File: src/rtl/adc_stream_ctrl.sv
// rtl/adc_stream_ctrl.sv - FT245 command decoder, capture sequencer and framed sample streamer
// Frames are HDR_BYTE, N samples LSB-first, then an XOR checksum of the sample bytes.
module adc_stream_ctrl #(
  parameter int         SAMPLE_W    = 16,
  parameter int         ADDR_W      = 10,
  parameter int         DIV_W       = 11,
  parameter int         DIV_DEFAULT = 3,
  parameter logic [7:0] HDR_BYTE    = 8'hA5
) (
  input  logic                CLK,
  input  logic                RST,
  input  logic                rx_done,
  input  logic [7:0]          rx_data,
  input  logic                tx_busy,
  input  logic                tx_done,
  output logic                tx_en,
  output logic [7:0]          tx_data,
  output logic                cap_start,
  input  logic                cap_done,
  output logic [DIV_W-1:0]    divider,
  output logic [ADDR_W-1:0]   cap_len_m1,
  output logic [ADDR_W-1:0]   ram_addr,
  input  logic [SAMPLE_W-1:0] ram_data,
  output logic                busy,
  output logic                frame_done
);

  localparam int NB = (SAMPLE_W + 7) / 8;
  localparam int PW = NB * 8;

  typedef enum logic [3:0] {
    S_IDLE, S_START, S_WAIT_CAP, S_HDR, S_RD, S_LATCH, S_SEND, S_CHK, S_END
  } state_t;

  state_t          state, state_nxt;
  logic            cmd_vld;
  logic [3:0]      cmd_code, cmd_arg;
  logic [3:0]      len_exp;
  logic            cont, poll_pend, abort_pend;
  logic            outst, sent;
  logic [7:0]      chk;
  logic [PW-1:0]   sh;
  logic [3:0]      k;
  logic [ADDR_W:0] len_pow;

  logic cmd_start, cmd_cont, cmd_poll, cmd_div, cmd_len, cmd_abort;
  logic in_frame, abrt, can_tx, byte_done;
  logic [7:0] status;

  assign cmd_start = cmd_vld && (cmd_code == 4'h1);
  assign cmd_poll  = cmd_vld && (cmd_code == 4'h2);
  assign cmd_cont  = cmd_vld && (cmd_code == 4'h3);
  assign cmd_div   = cmd_vld && (cmd_code == 4'h4);
  assign cmd_len   = cmd_vld && (cmd_code == 4'h6);
  assign cmd_abort = cmd_vld && (cmd_code == 4'h8);

  assign busy      = (state != S_IDLE);
  assign in_frame  = state inside {S_HDR, S_RD, S_LATCH, S_SEND, S_CHK};
  assign abrt      = in_frame && (abort_pend || cmd_abort);
  assign can_tx    = !tx_busy && !outst;
  // sent marks the outstanding byte as belonging to the current frame state
  assign byte_done = sent && tx_done;
  assign status    = {busy, cont, 2'b00, len_exp};

  assign len_pow    = (ADDR_W+1)'(1) << len_exp;
  assign cap_len_m1 = (int'(len_exp) >= ADDR_W) ? '1 : ADDR_W'(len_pow - (ADDR_W+1)'(1));

  always_ff @(posedge CLK or negedge RST) begin
    if (!RST) state <= S_IDLE;
    else      state <= state_nxt;
  end

  always_comb begin
    state_nxt = state;
    case (state)
      S_IDLE:     if (cmd_start || cmd_cont) state_nxt = S_START;
      S_START:    state_nxt = S_WAIT_CAP;
      S_WAIT_CAP: begin
        if (cmd_abort)     state_nxt = S_IDLE;
        else if (cap_done) state_nxt = S_HDR;
      end
      S_HDR:      if (byte_done) state_nxt = S_RD;
      S_RD:       state_nxt = S_LATCH;
      S_LATCH:    state_nxt = S_SEND;
      S_SEND: begin
        if (byte_done) begin
          if (k < 4'(NB-1))              state_nxt = S_SEND;
          else if (ram_addr == cap_len_m1) state_nxt = S_CHK;
          else                           state_nxt = S_RD;
        end
      end
      S_CHK:      if (byte_done) state_nxt = S_END;
      S_END:      if (frame_done) state_nxt = cont ? S_START : S_IDLE;
      default:    state_nxt = S_IDLE;
    endcase
    // abort lets the byte in flight finish, then skips straight to END
    if (abrt && (!outst || tx_done)) state_nxt = S_END;
  end

  always_comb begin
    tx_en      = 1'b0;
    tx_data    = 8'h00;
    cap_start  = 1'b0;
    frame_done = 1'b0;
    case (state)
      S_IDLE: if (poll_pend) begin
        tx_data = status;
        tx_en   = can_tx;
      end
      S_START: cap_start = 1'b1;
      S_HDR: begin
        tx_data = HDR_BYTE;
        tx_en   = can_tx && !abrt;
      end
      S_SEND: begin
        tx_data = sh[7:0];
        tx_en   = can_tx && !abrt;
      end
      S_CHK: begin
        tx_data = chk;
        tx_en   = can_tx && !abrt;
      end
      S_END: begin
        if (poll_pend) begin
          tx_data = status;
          tx_en   = can_tx;
        end else begin
          frame_done = !outst;
        end
      end
      default: ;
    endcase
  end

  always_ff @(posedge CLK or negedge RST) begin
    if (!RST) begin
      cmd_vld    <= 1'b0;
      cmd_code   <= 4'h0;
      cmd_arg    <= 4'h0;
      divider    <= DIV_W'(DIV_DEFAULT);
      len_exp    <= 4'(ADDR_W);
      cont       <= 1'b0;
      poll_pend  <= 1'b0;
      abort_pend <= 1'b0;
      outst      <= 1'b0;
      sent       <= 1'b0;
      chk        <= 8'h00;
      ram_addr   <= '0;
      sh         <= '0;
      k          <= 4'd0;
    end else begin
      cmd_vld <= rx_done;
      if (rx_done) begin
        cmd_code <= rx_data[3:0];
        cmd_arg  <= rx_data[7:4];
      end
      if (state == S_IDLE && cmd_div) divider <= DIV_W'(cmd_arg);
      if (state == S_IDLE && cmd_len) len_exp <= cmd_arg;
      if (cmd_abort)                       cont <= 1'b0;
      else if (state == S_IDLE && cmd_cont) cont <= 1'b1;
      if (cmd_poll)                                        poll_pend <= 1'b1;
      else if (tx_en && (state == S_IDLE || state == S_END)) poll_pend <= 1'b0;
      abort_pend <= abrt;
      if (tx_en)        outst <= 1'b1;
      else if (tx_done) outst <= 1'b0;
      if (tx_done)                sent <= 1'b0;
      else if (tx_en && in_frame) sent <= 1'b1;
      if (state == S_HDR)                chk <= 8'h00;
      else if (state == S_SEND && tx_en) chk <= chk ^ sh[7:0];
      if (state == S_HDR && state_nxt == S_RD)       ram_addr <= '0;
      else if (state == S_SEND && state_nxt == S_RD) ram_addr <= ram_addr + ADDR_W'(1);
      if (state == S_LATCH) begin
        sh <= PW'(ram_data);
        k  <= 4'd0;
      end else if (state == S_SEND && state_nxt == S_SEND && byte_done) begin
        sh <= sh >> 8;
        k  <= k + 4'd1;
      end
    end
  end

endmodule
File: config.mk
export PLATFORM = sky130hd
export DESIGN_NAME = adc_stream_ctrl
export DESIGN_NICKNAME = d
export VERILOG_FILES = /design/src/rtl/adc_stream_ctrl.sv
export SDC_FILE = /design/constraint.sdc
export NUM_CORES = 1
export LEC_CHECK = 0
export CORE_UTILIZATION = 52
export DETAILED_ROUTE_END_ITERATION = 12
export PLACE_DENSITY_LB_ADDON = 0.08
export SLEW_MARGIN = 20
export SYNTH_ARGS = -nofsm -noshare
export SYNTH_HDL_FRONTEND = slang
export SYNTH_SLANG_ARGS = --single-unit
File: constraint.sdc
create_clock -name CLK -period 3.62 [get_ports CLK]
set_input_delay 0.724 -clock CLK [delete_from_list [all_inputs] [get_ports CLK]]
set_output_delay 0.724 -clock CLK [all_outputs]
set_load 0.02 [all_outputs]
**Word level (Yosys, flattened, before mapping)**

Cells that the tools add are included.

- Bits in registers: 64
- Output and inout port bits: 43
- Bits of input ports: 30

- Equality and inequality tests: 17
- Muxes and demuxes: 36
- Reduce and logical (&&, ||, !) cells: 40
- Magnitude comparators: 2
- Shifts and indexed selects: 1
- Add/subtract/negate cells: 3
- Bitwise logic cells: 1

Operators by type and width:

| kind | count |
|---|---|
| two-way mux 4 bit | 10 |
| one-hot mux 4 bit (9 select lines) | 1 |
| == test 4 x 3 -> 1 bit (second input constant) | 8 |
| two-way mux 16 bit | 2 |
| one-hot mux 8 bit (4 select lines) | 1 |
| two-way mux 10 bit | 3 |
| two-way mux 8 bit | 3 |
| logical AND 1 bit | 21 |
| == test 4 x 2 -> 1 bit (second input constant) | 4 |
| nonzero test 2 bit | 7 |
| two-way mux 1 bit | 13 |
| adder 10 x 1 -> 10 bit (second input constant) | 1 |
| == test 10 bit | 1 |
| << shifter 1 x 4 -> 10 bit (first input constant) | 1 |
| subtractor 10 x 1 -> 10 bit (second input constant) | 1 |
| == test 4 x 1 -> 1 bit (second input constant) | 2 |
| == test 4 bit (second input constant) | 2 |
| bitwise XOR 8 bit | 1 |
| nonzero test 5 bit | 1 |
| adder 4 x 1 -> 4 bit (second input constant) | 1 |
| >= comparator 4 bit (second input constant) | 1 |
| logical NOT 4 bit | 1 |
| logical OR 1 bit | 4 |
| less-than comparator 4 x 1 -> 1 bit (second input constant) | 1 |
| 6 further kinds | 9 |

**Logic depth before layout (Yosys ltp)**

Gate-level depths: netlist (run 1).

- Word-level depth: 14
- Mapped depth: 12
- Depth with buffers taken out: 10

**Least setup slack after synthesis (run 1)**

Ideal clock, no wire load.

- Path kind: reg-to-reg
- From: register len_exp[2]
- To: register ram_addr[7]
- Slack: 674 ps
- Cell stages (with the launch flop): 11
- Setup time: 136 ps
- Clock period less this slack: 2,946 ps
- Arrival time: 2,809 ps
- Path through: dfrtp_1 > or4_4 > ha_1 > xor2_1 > o211ai_1 > xnor2_1 > or3_4 > o2111ai_2 > and2_1 > buf_4 > o32ai_1

- Word-level cells in the longest chain between the ends: 12
- Elaborated cells between the ends (all ways): 15

RTL lines:

| what | line | text |
|---|---|---|
| start, declared | 38 | `logic [3:0] len_exp;` |
| start signal, assigned | 141 | `len_exp <= 4'(ADDR_W);` |
| start signal, assigned | 158 | `if (state == S_IDLE && cmd_len) len_exp <= cmd_arg;` |
| << shifter 1 x 4 -> 10 bit | 65 | `assign len_pow = (ADDR_W+1)'(1) << len_exp;` |
| subtractor 10 x 1 -> 10 bit | 66 | `assign cap_len_m1 = (int'(len_exp) >= ADDR_W) ? '1 : ADDR_W'(len_pow - (ADDR_W+1)'(1));` |
| two-way mux 10 bit (*) | 66 |  |
| via cap_len_m1[6] | 21 | `output logic [ADDR_W-1:0] cap_len_m1,` |
| == test 10 bit (*) | 88 | `else if (ram_addr == cap_len_m1) state_nxt = S_CHK;` |
| two-way mux 2 bit (*) | 88 |  |
| two-way mux 2 bit (*) | 87 | `if (k < 4'(NB-1)) state_nxt = S_SEND;` |
| two-way mux 4 bit (*) | 86 | `if (byte_done) begin` |
| one-hot mux 4 bit (9 select lines) (*) | 75 | `case (state)` |
| two-way mux 4 bit (*) | 97 | `if (abrt && (!outst \|\| tx_done)) state_nxt = S_END;` |
| == test 4 x 3 -> 1 bit (*) | 170, 171 |  |
| logical AND 1 bit, on equally long branches | 170, 171 |  |
| two-way mux 10 bit or nonzero test 2 bit (tied branches) | n/a |  |
| end signal, assigned | 171 | `else if (state == S_SEND && state_nxt == S_RD) ram_addr <= ram_addr + ADDR_W'(1);` |
| end, declared | 22 | `output logic [ADDR_W-1:0] ram_addr,` |

Mark *: on every way through the listed nets, which the timed path passes. The rest lies on a longest branch.
A chain may end at the register's enable or synchronous reset.

**Worst setup path in the final report (run 1)**

- From: register len_exp[3]
- To: output port cap_len_m1[6]

- Word-level cells in the longest chain between the ends: 3
- Elaborated cells between the ends (all ways): 4

RTL lines:

| what | line |
|---|---|
| << shifter 1 x 4 -> 10 bit | 65 |
| subtractor 10 x 1 -> 10 bit | 66 |
| two-way mux 10 bit (*) | 66 |
| end, declared | 21 |

Mark *: on every way between the ends. The rest lies on a longest branch, timed or not.

==> results of run 1 <==
-- flip-flops by register name (all words and copies together) (netlist names) --
register	flops
ram_addr	10
cmd_code	4
abort_pend	1
sh	16
poll_pend	1
cmd_vld	1
state	4
divider	4
outst	1
sent	1
cont	1
chk	8
cmd_arg	4
k	4
len_exp	4
-- cell usage after synthesis (all sizes together) (2+ instances only) --
master,count
o41ai,3
or2,7
nand3,33
clkbuf,17
a222oi,3
dfstp,4
dfrtp,60
buf,17
o211ai,4
o32ai,10
xnor2,3
or3,4
or4,2
a21oi,19
and3,4
inv,21
o21ai,20
o2111ai,4
a31oi,4
a21o,3
ha,4
mux2,15
nand4,7
nand2b,4
nor2b,5
nor3,13
nor2,39
o31ai,4
nand2,60
and2,6
nor4,3
xor2,10
-- path summary, 6_finish.rpt --
| kind | from | depth (start not counted) | to | slack (ns) |
|---|---|---|---|---|
| max | len_exp[3]$_DFFE_PN1P_ | 6 | cap_len_m1[6] | 0.16 |
| min reg2reg | sh[12]$_DFFE_PN0P_ | 2 | sh[4]$_DFFE_PN0P_ | 0.50 |
| max in group asynchronous | RST | 2 | sh[3]$_DFFE_PN0P_ | 2.39 |
| min | sh[12]$_DFFE_PN0P_ | 2 | sh[4]$_DFFE_PN0P_ | 0.50 |
| min in group asynchronous | RST | 1 | divider[2]$_DFFE_PN0P_ | 0.51 |
| max reg2reg | len_exp[3]$_DFFE_PN1P_ | 10 | ram_addr[8]$_DFFE_PN0P_ | 0.58 |
-- metal layers --
metal	up-vias	track usage (%)	wire, microns
li1	1617	-	-
met1	1541	34.7	4050
met2	115	40.8	4190
met3	18	6.19	433
met4	0	12.0	176
met5	-	0	0
-- critical path, delay by kind of cell, from the launching register on --
kind            cells  cell delay (ns)
flops               1             0.69
simple gates        2             0.48
fa+ha+maj           1             0.23
buf+inv             2             0.86
compound gates      1             0.15
-- stage by stage --
stage                     total power, mW  utilization [%]  setup WS [ns]  area (sq um)  hold slack [ns]
after CTS                            3.59             67.9          0.145          4640            0.497
final                                3.58             68.0          0.163          4640            0.504
after detailed placement             2.89             64.7          0.516          4420            0.475
after floorplan                      2.24                -          0.674          3710            0.428
after global routing                 3.83             68.0         0.0283          4640            0.534
after global placement               2.86             64.7          0.602          4420            0.478
-- cells by family (layout without fill, tap and decap cells) --
family / Yosys count / in the layout / share of synthesized area, %
and+or+nand+nor: 193 / 193 / 25.4
AOI/OAI and AO/OA: 81 / 81 / 15.0
buffers and inverters: 55 / 116 / 6.71
adders and majority gates: 5 / 5 / 1.63
other: 1 / 7 / 0.102
muxes: 15 / 15 / 4.58
DFF: 64 / 64 / 43.5
xor gates and xnor gates: 13 / 13 / 3.08
-- power by group through the flow --
stage	logic, mW	registers, mW	clock network, mW
after detailed placement	1.67	1.22	0
after global routing	1.84	1.25	0.734
after CTS	1.68	1.21	0.699
after floorplan	1.08	1.17	0
final	1.68	1.22	0.686
after global placement	1.65	1.21	0
-- cell type report --
| type | count | area [sq um] |
|---|---|---|
| Clock buffer | 11 | 141 |
| Sequential cell | 64 | 1610 |
| Timing Repair Buffer | 79 | 751 |
| Tap cell | 96 | 120 |
| Multi-Input combinational cell | 314 | 1870 |
| Fill cell | 594 | 2190 |
| Inverter | 21 | 78.8 |
| Clock inverter | 5 | 80.1 |
-- cell usage in the layout, fill, tap and decap left out, types with 7 or more instances in the layout --
| cell type | n |
|---|---|
| a21oi_1 | 19 |
| buf_4 | 14 |
| clkbuf_8 | 10 |
| clkdlybuf4s50_1 | 64 |
| conb_1 | 7 |
| dfrtp_1 | 60 |
| inv_1 | 21 |
| mux2_2 | 15 |
| nand2_1 | 60 |
| nand3_1 | 33 |
| nand4_1 | 7 |
| nor2_1 | 37 |
| nor3_1 | 12 |
| o21ai_0 | 19 |
| o32ai_1 | 10 |
| or2_2 | 7 |
| xor2_1 | 10 |
==> summary.txt, run 1 <==
Place
  • GP Congestion: 0.871
  • Placed insts: 574
  • HPWL after DPL: 6.30 mm
  • I/O Buffers: 65

Global route
  • Congestion Overflow GR: 0
  • All-Layer GR Usage: 26.2%
  • Number of global-route vias before repair: 3,103
  • First-pass GRT wire length: 15.0 mm
  • Pin count of the biggest net entering global routing: 42
  • Antenna violations before repair: 0

Routing
  • Avg Vias per Cell: 5.58
  • # DRC: 0
  • Final ANT Viol Nets: 0
  • Initial DRC count: 184
  • Total wire length: 8.85 mm
  • Vias: 3,291
  • DR pass1 iterations: 4
  • DR WL/cell: 15.0 microns

Timing
  • Final period utilization: 95.5%
  • # setup viols final: 0
  • Post-route minimum period: 3.46 ns
  • Clock Skews: 0.00979 ns
  • Worst-margin pin slew: 0.911 ns
  • Fin. Hold Viols: 0
  • Max-slew headroom: 39.3%
  • RSZ-0062 raised after global routing: false
  • Fmax achieved: 289 MHz
  • Slew Limit Fails: 0
  • Total negative slack: 0 ns

Critical path
  • Crit-path cells: inv_1, nand3_1, ha_1, or3b_1, o211ai_1, clkdlybuf4s50_1
  • Arrival @ worst endpoint: 2.73 ns
  • Crit path required time: 2.90 ns
  • Critical path class: flip-flop to output port
  • Worst-path fanout max: 16
  • Critical Path Sink Type: output port
  • Crit path largest cell delay: 0.69 ns
  • Type of element launching the critical path: flip-flop
  • Slowest CP cell: dfstp_2

CTS
  • Post_cts resized: 0
  • Clk pin slew, worst setup/hold paths: 0.07 ns
  • H-tree depth: 3
  • CTS tree: yes
  • Number of setup buffers added after CTS: 0
  • Maximum clock insertion buffer count: 2
  • CTS Buf Count: 9
  • Hold buffer count at CTS: 0
  • Clock latency on the worst-skew pair: 0.35 ns
  • Clk sinks: 64
  • CTS Root Cell: clkbuf_8

Floorplanning
  • Die area: 7440 sq um
  • Die Ht: 86.3 microns
  • Starting Density: 54.0%
  • Ports: 73
  • Core Area: 6830 sq um
  • Die X: 86.3 microns
  • Row cnt: 30

Yosys
  • Number of synthesized flops with an enable pin: 0
  • Flops & latches, synth: 64
  • Synth Area per Inst: 8.64 sq um
  • Synth async-reset ratio: 100%
  • Synth Flop Type: dfrtp_1
  • Library cells used by synthesis: 54
  • Synth Instances: 427
  • Post-synth top area cell: dfrtp_1
  • Synthesis Warnings: 0
  • Top cell type's share of synthesized area: 40.7%
  • Largest cells by area after synthesis: dfrtp_1, nand2_1, mux2_2
  • Mapped cell area: 3690 sq um
  • Seq/Total Area, Yosys: 43.5%

Power and ir drop
  • Leak: 1.99 nW
  • Switching pwr: 1.48 mW
  • Sequential power share: 34.0%
  • Clock power frac: 19.2%
  • Peak supply drop: 0.000328 V
  • Int Pwr: 2.10 mW
  • Power Density: 771 nW/um^2
  • Comb pwr share: 46.8%
  • Switching Share: 41.4%

Finish
  • Final Non-Filler Cells: 590
  • # diodes: 0
  • Share of cells above drive strength 1: 13.0%
  • Area delta synth->final: 25.8%
  • Nets: 523

Job
  • Max-cap violations: 0

Run status
  • Status: finished, final reports clean

Min path
  • Hold Crit Class: flip-flop to flip-flop
Note: power is estimated with default switching activity, not from simulation.
==> inputs of run 2 (changes only) <==
Settings changed: CAP_MARGIN set to 20.
==> results of run 2 <==
Same layout as run 1: the final DEF is identical, and so are final timing and power.
==> inputs of run 3 (changes only) <==
Settings changed: ABC_AREA set to 1, CORE_ASPECT_RATIO set to 0.5.
Clock period 3.62 ns to 3.33 ns, I/O delays scaled along.
==> summary.txt, run 3 <==
Routing
  • Final ANT Viol Nets: 0
  • # DRC: 0
  • DR pass1 iterations: 5
  • Avg Vias per Cell: 5.09
  • Vias: 3,370
  • Total wire length: 8.34 mm
  • Initial DRC count: 195
  • DR WL/cell: 12.6 microns

Place
  • I/O Buffers: 65
  • HPWL after DPL: 6.12 mm
  • Post-DP Area: 4460 sq um
  • GP Congestion: 0.906

Timing
  • Clock Skews: 0.00982 ns
  • RSZ-0062 raised after global routing: false
  • Slew Limit Fails: 0
  • # setup viols final: 0
  • Post-route minimum period: 3.10 ns
  • Total negative slack: 0 ns
  • Max-slew headroom: 45.9%
  • Final period utilization: 93.2%
  • Worst-margin pin slew: 0.811 ns
  • Fin. Hold Viols: 0
  • Fmax achieved: 322 MHz

Floorplanning
  • Ports: 73
  • Row cnt: 21
  • Die Ht: 62.0 microns
  • Starting Density: 54.9%
  • Core Area: 6830 sq um
  • Die X: 122 microns
  • Die area: 7580 sq um

Finish
  • Fin area: 4790 sq um
  • Nets: 599
  • Largest regs: sh: 16 flops, ram_addr: 10 flops, chk: 8 flops
  • Share of cells above drive strength 1: 11.4%
  • Biggest register: sh
  • Commonest non-fill, non-tap cell in the layout: nand2_1
  • # diodes: 0
  • Fill cell count: 577
  • Leading cell types in the layout, fill and taps excluded: nand2_1, clkdlybuf4s50_1, inv_1
  • Area delta synth->final: 27.8%
  • Largest register FFs: 16
  • Post-layout util: 70.1%

Yosys
  • Mapped cell area: 3750 sq um
  • Synth Instances: 496
  • Most common cell in the netlist: nand2_1
  • Synth Flop Type: dfrtp_1
  • Seq/Total Area, Yosys: 42.8%
  • Flops & latches, synth: 64
  • Synth async-reset ratio: 100%
  • Post-synth top cells: nand2_1, inv_1, dfrtp_1, nand3_1, o21ai_0
  • Synthesis Warnings: 0
  • Largest cells by area after synthesis: dfrtp_1, nand2_1, inv_1
  • Synth Area per Inst: 7.56 sq um
  • Top cell type's share of synthesized area: 40.0%
  • Library cells used by synthesis: 41
  • Number of synthesized flops with an enable pin: 0
  • Post-synth top area cell: dfrtp_1

Power and ir drop
  • Power Density: 780 nW/um^2
  • Leak: 2.33 nW
  • Peak supply drop: 0.000356 V

CTS
  • Number of setup buffers added after CTS: 0
  • Maximum clock insertion buffer count: 2
  • CTS Root Cell: clkbuf_16
  • Hold buffer count at CTS: 0
  • Clk sinks: 64
  • Post_cts resized: 0
  • CTS tree: yes
  • Clk pin slew, worst setup/hold paths: 0.05 ns
  • Clock latency on the worst-skew pair: 0.34 ns
  • H-tree depth: 3
  • CTS Buf Count: 9

Critical path
  • Crit Reg-Reg Startpoint: len_exp[2]$_DFFE_PN0P_
  • Crit path required time: 2.66 ns
  • Critical path class: input pin to output port
  • Worst-path fanout max: 7
  • Type of element launching the critical path: input pin
  • Arrival @ worst endpoint: 2.44 ns
  • Worst Setup SP: tx_busy
  • Critical Path Sink Type: output port

Run status
  • Status: finished, final reports clean

Global route
  • First-pass GRT wire length: 13.8 mm
  • Pin count of the biggest net entering global routing: 65
  • Congestion Overflow GR: 0
  • Antenna violations before repair: 0
  • All-Layer GR Usage: 24.4%
  • Number of global-route vias before repair: 2,919

Min path
  • Startpoint of the worst hold path: chk[1]$_DFFE_PN0P_
  • Hold Crit Class: flip-flop to flip-flop

Job
  • Max-cap violations: 0
-- run 3: cell types whose count changed in the layout (fill, tap and decap cells not counted), moves of 11 or more --
| cell | delta |
|---|---|
| mux2_2 | -13 |
| nand2_1 | +99 |
| nand3_2 | +11 |
| inv_1 | +42 |
-- run 3: worst max-delay path, cell delays in order --
cell and delay [ns]:
clkdlybuf4s50_1 0.42, nor2_1 0.09, inv_1 0.06, nor3_1 0.21, inv_1 0.16, nand2_1 0.19, clkdlybuf4s50_1 0.63
-- run 3: path summary, 6_finish.rpt --
path	slack, ns	to	depth (start not counted)
worst max register to register	0.60	ram_addr[1]$_DFFE_PN0P_	17
max in group asynchronous	2.28	chk[5]$_DFFE_PN0P_	2
worst min register to register	0.46	chk[1]$_DFFE_PN0P_	1
min in group asynchronous	0.49	cmd_arg[1]$_DFFE_PN0P_	2
worst max-delay path	0.23	tx_en	7
worst min-delay path	0.46	chk[1]$_DFFE_PN0P_	1
-- run 3: kinds of logic (layout without fill, tap and decap cells) --
logic type / after synthesis / after routing / synth area share [%]
other cells: 1 / 7 / 0.100
simple gates: 267 / 267 / 32.7
fa+ha+maj: 4 / 4 / 1.33
buf+inv: 87 / 155 / 10.1
xor+xnor: 7 / 7 / 1.64
compound gates: 64 / 64 / 10.7
flops: 64 / 64 / 42.8
mux: 2 / 2 / 0.601
-- run 3: report_power, final --
part           switching [mW]  total [mW]  internal, mW
sequential              0.138        1.06         0.922
combinational           0.988        1.62         0.629
clock                   0.335        1.06         0.728
-- run 3: layout make-up --
| class | count | area [sq um] | share of cell area [%] |
|---|---|---|---|
| clock inverters | 6 | 108 | 2.25 |
| repair buffers | 70 | 683 | 14.3 |
| clock buffers | 10 | 229 | 4.78 |
| multi-input cells | 351 | 1790 | 37.3 |
| well taps | 92 | 115 | 2.40 |
| inverters | 69 | 264 | 5.51 |
| flip-flops and latches | 64 | 1610 | 33.5 |
-- run 3: routing by layer --
layer / global-route usage [%] / share of wire (%) / vias to the layer above
met5: 0 / 0 / -
li1: - / - / 1728
met2: 36.6 / 43 / 109
met3: 7.76 / 5.9 / 10
met1: 33.7 / 50 / 1523
met4: 8.71 / 0.93 / 0
-- run 3: stage by stage --
| step | hold WS [ns] | setup slack [ns] | total power, mW | cells |
|---|---|---|---|---|
| 6_report | 0.463 | 0.228 | 3.74 | 662 |
| 5_1_grt | 0.482 | 0.0504 | 3.99 | 662 |
| 3_5_place_dp | 0.447 | 0.256 | 2.68 | 646 |
| 2_1_floorplan | 0.370 | 0.889 | 2.11 | 502 |
| 3_3_place_gp | 0.444 | 0.279 | 2.65 | 646 |
| 4_1_cts | 0.462 | 0.240 | 3.75 | 662 |
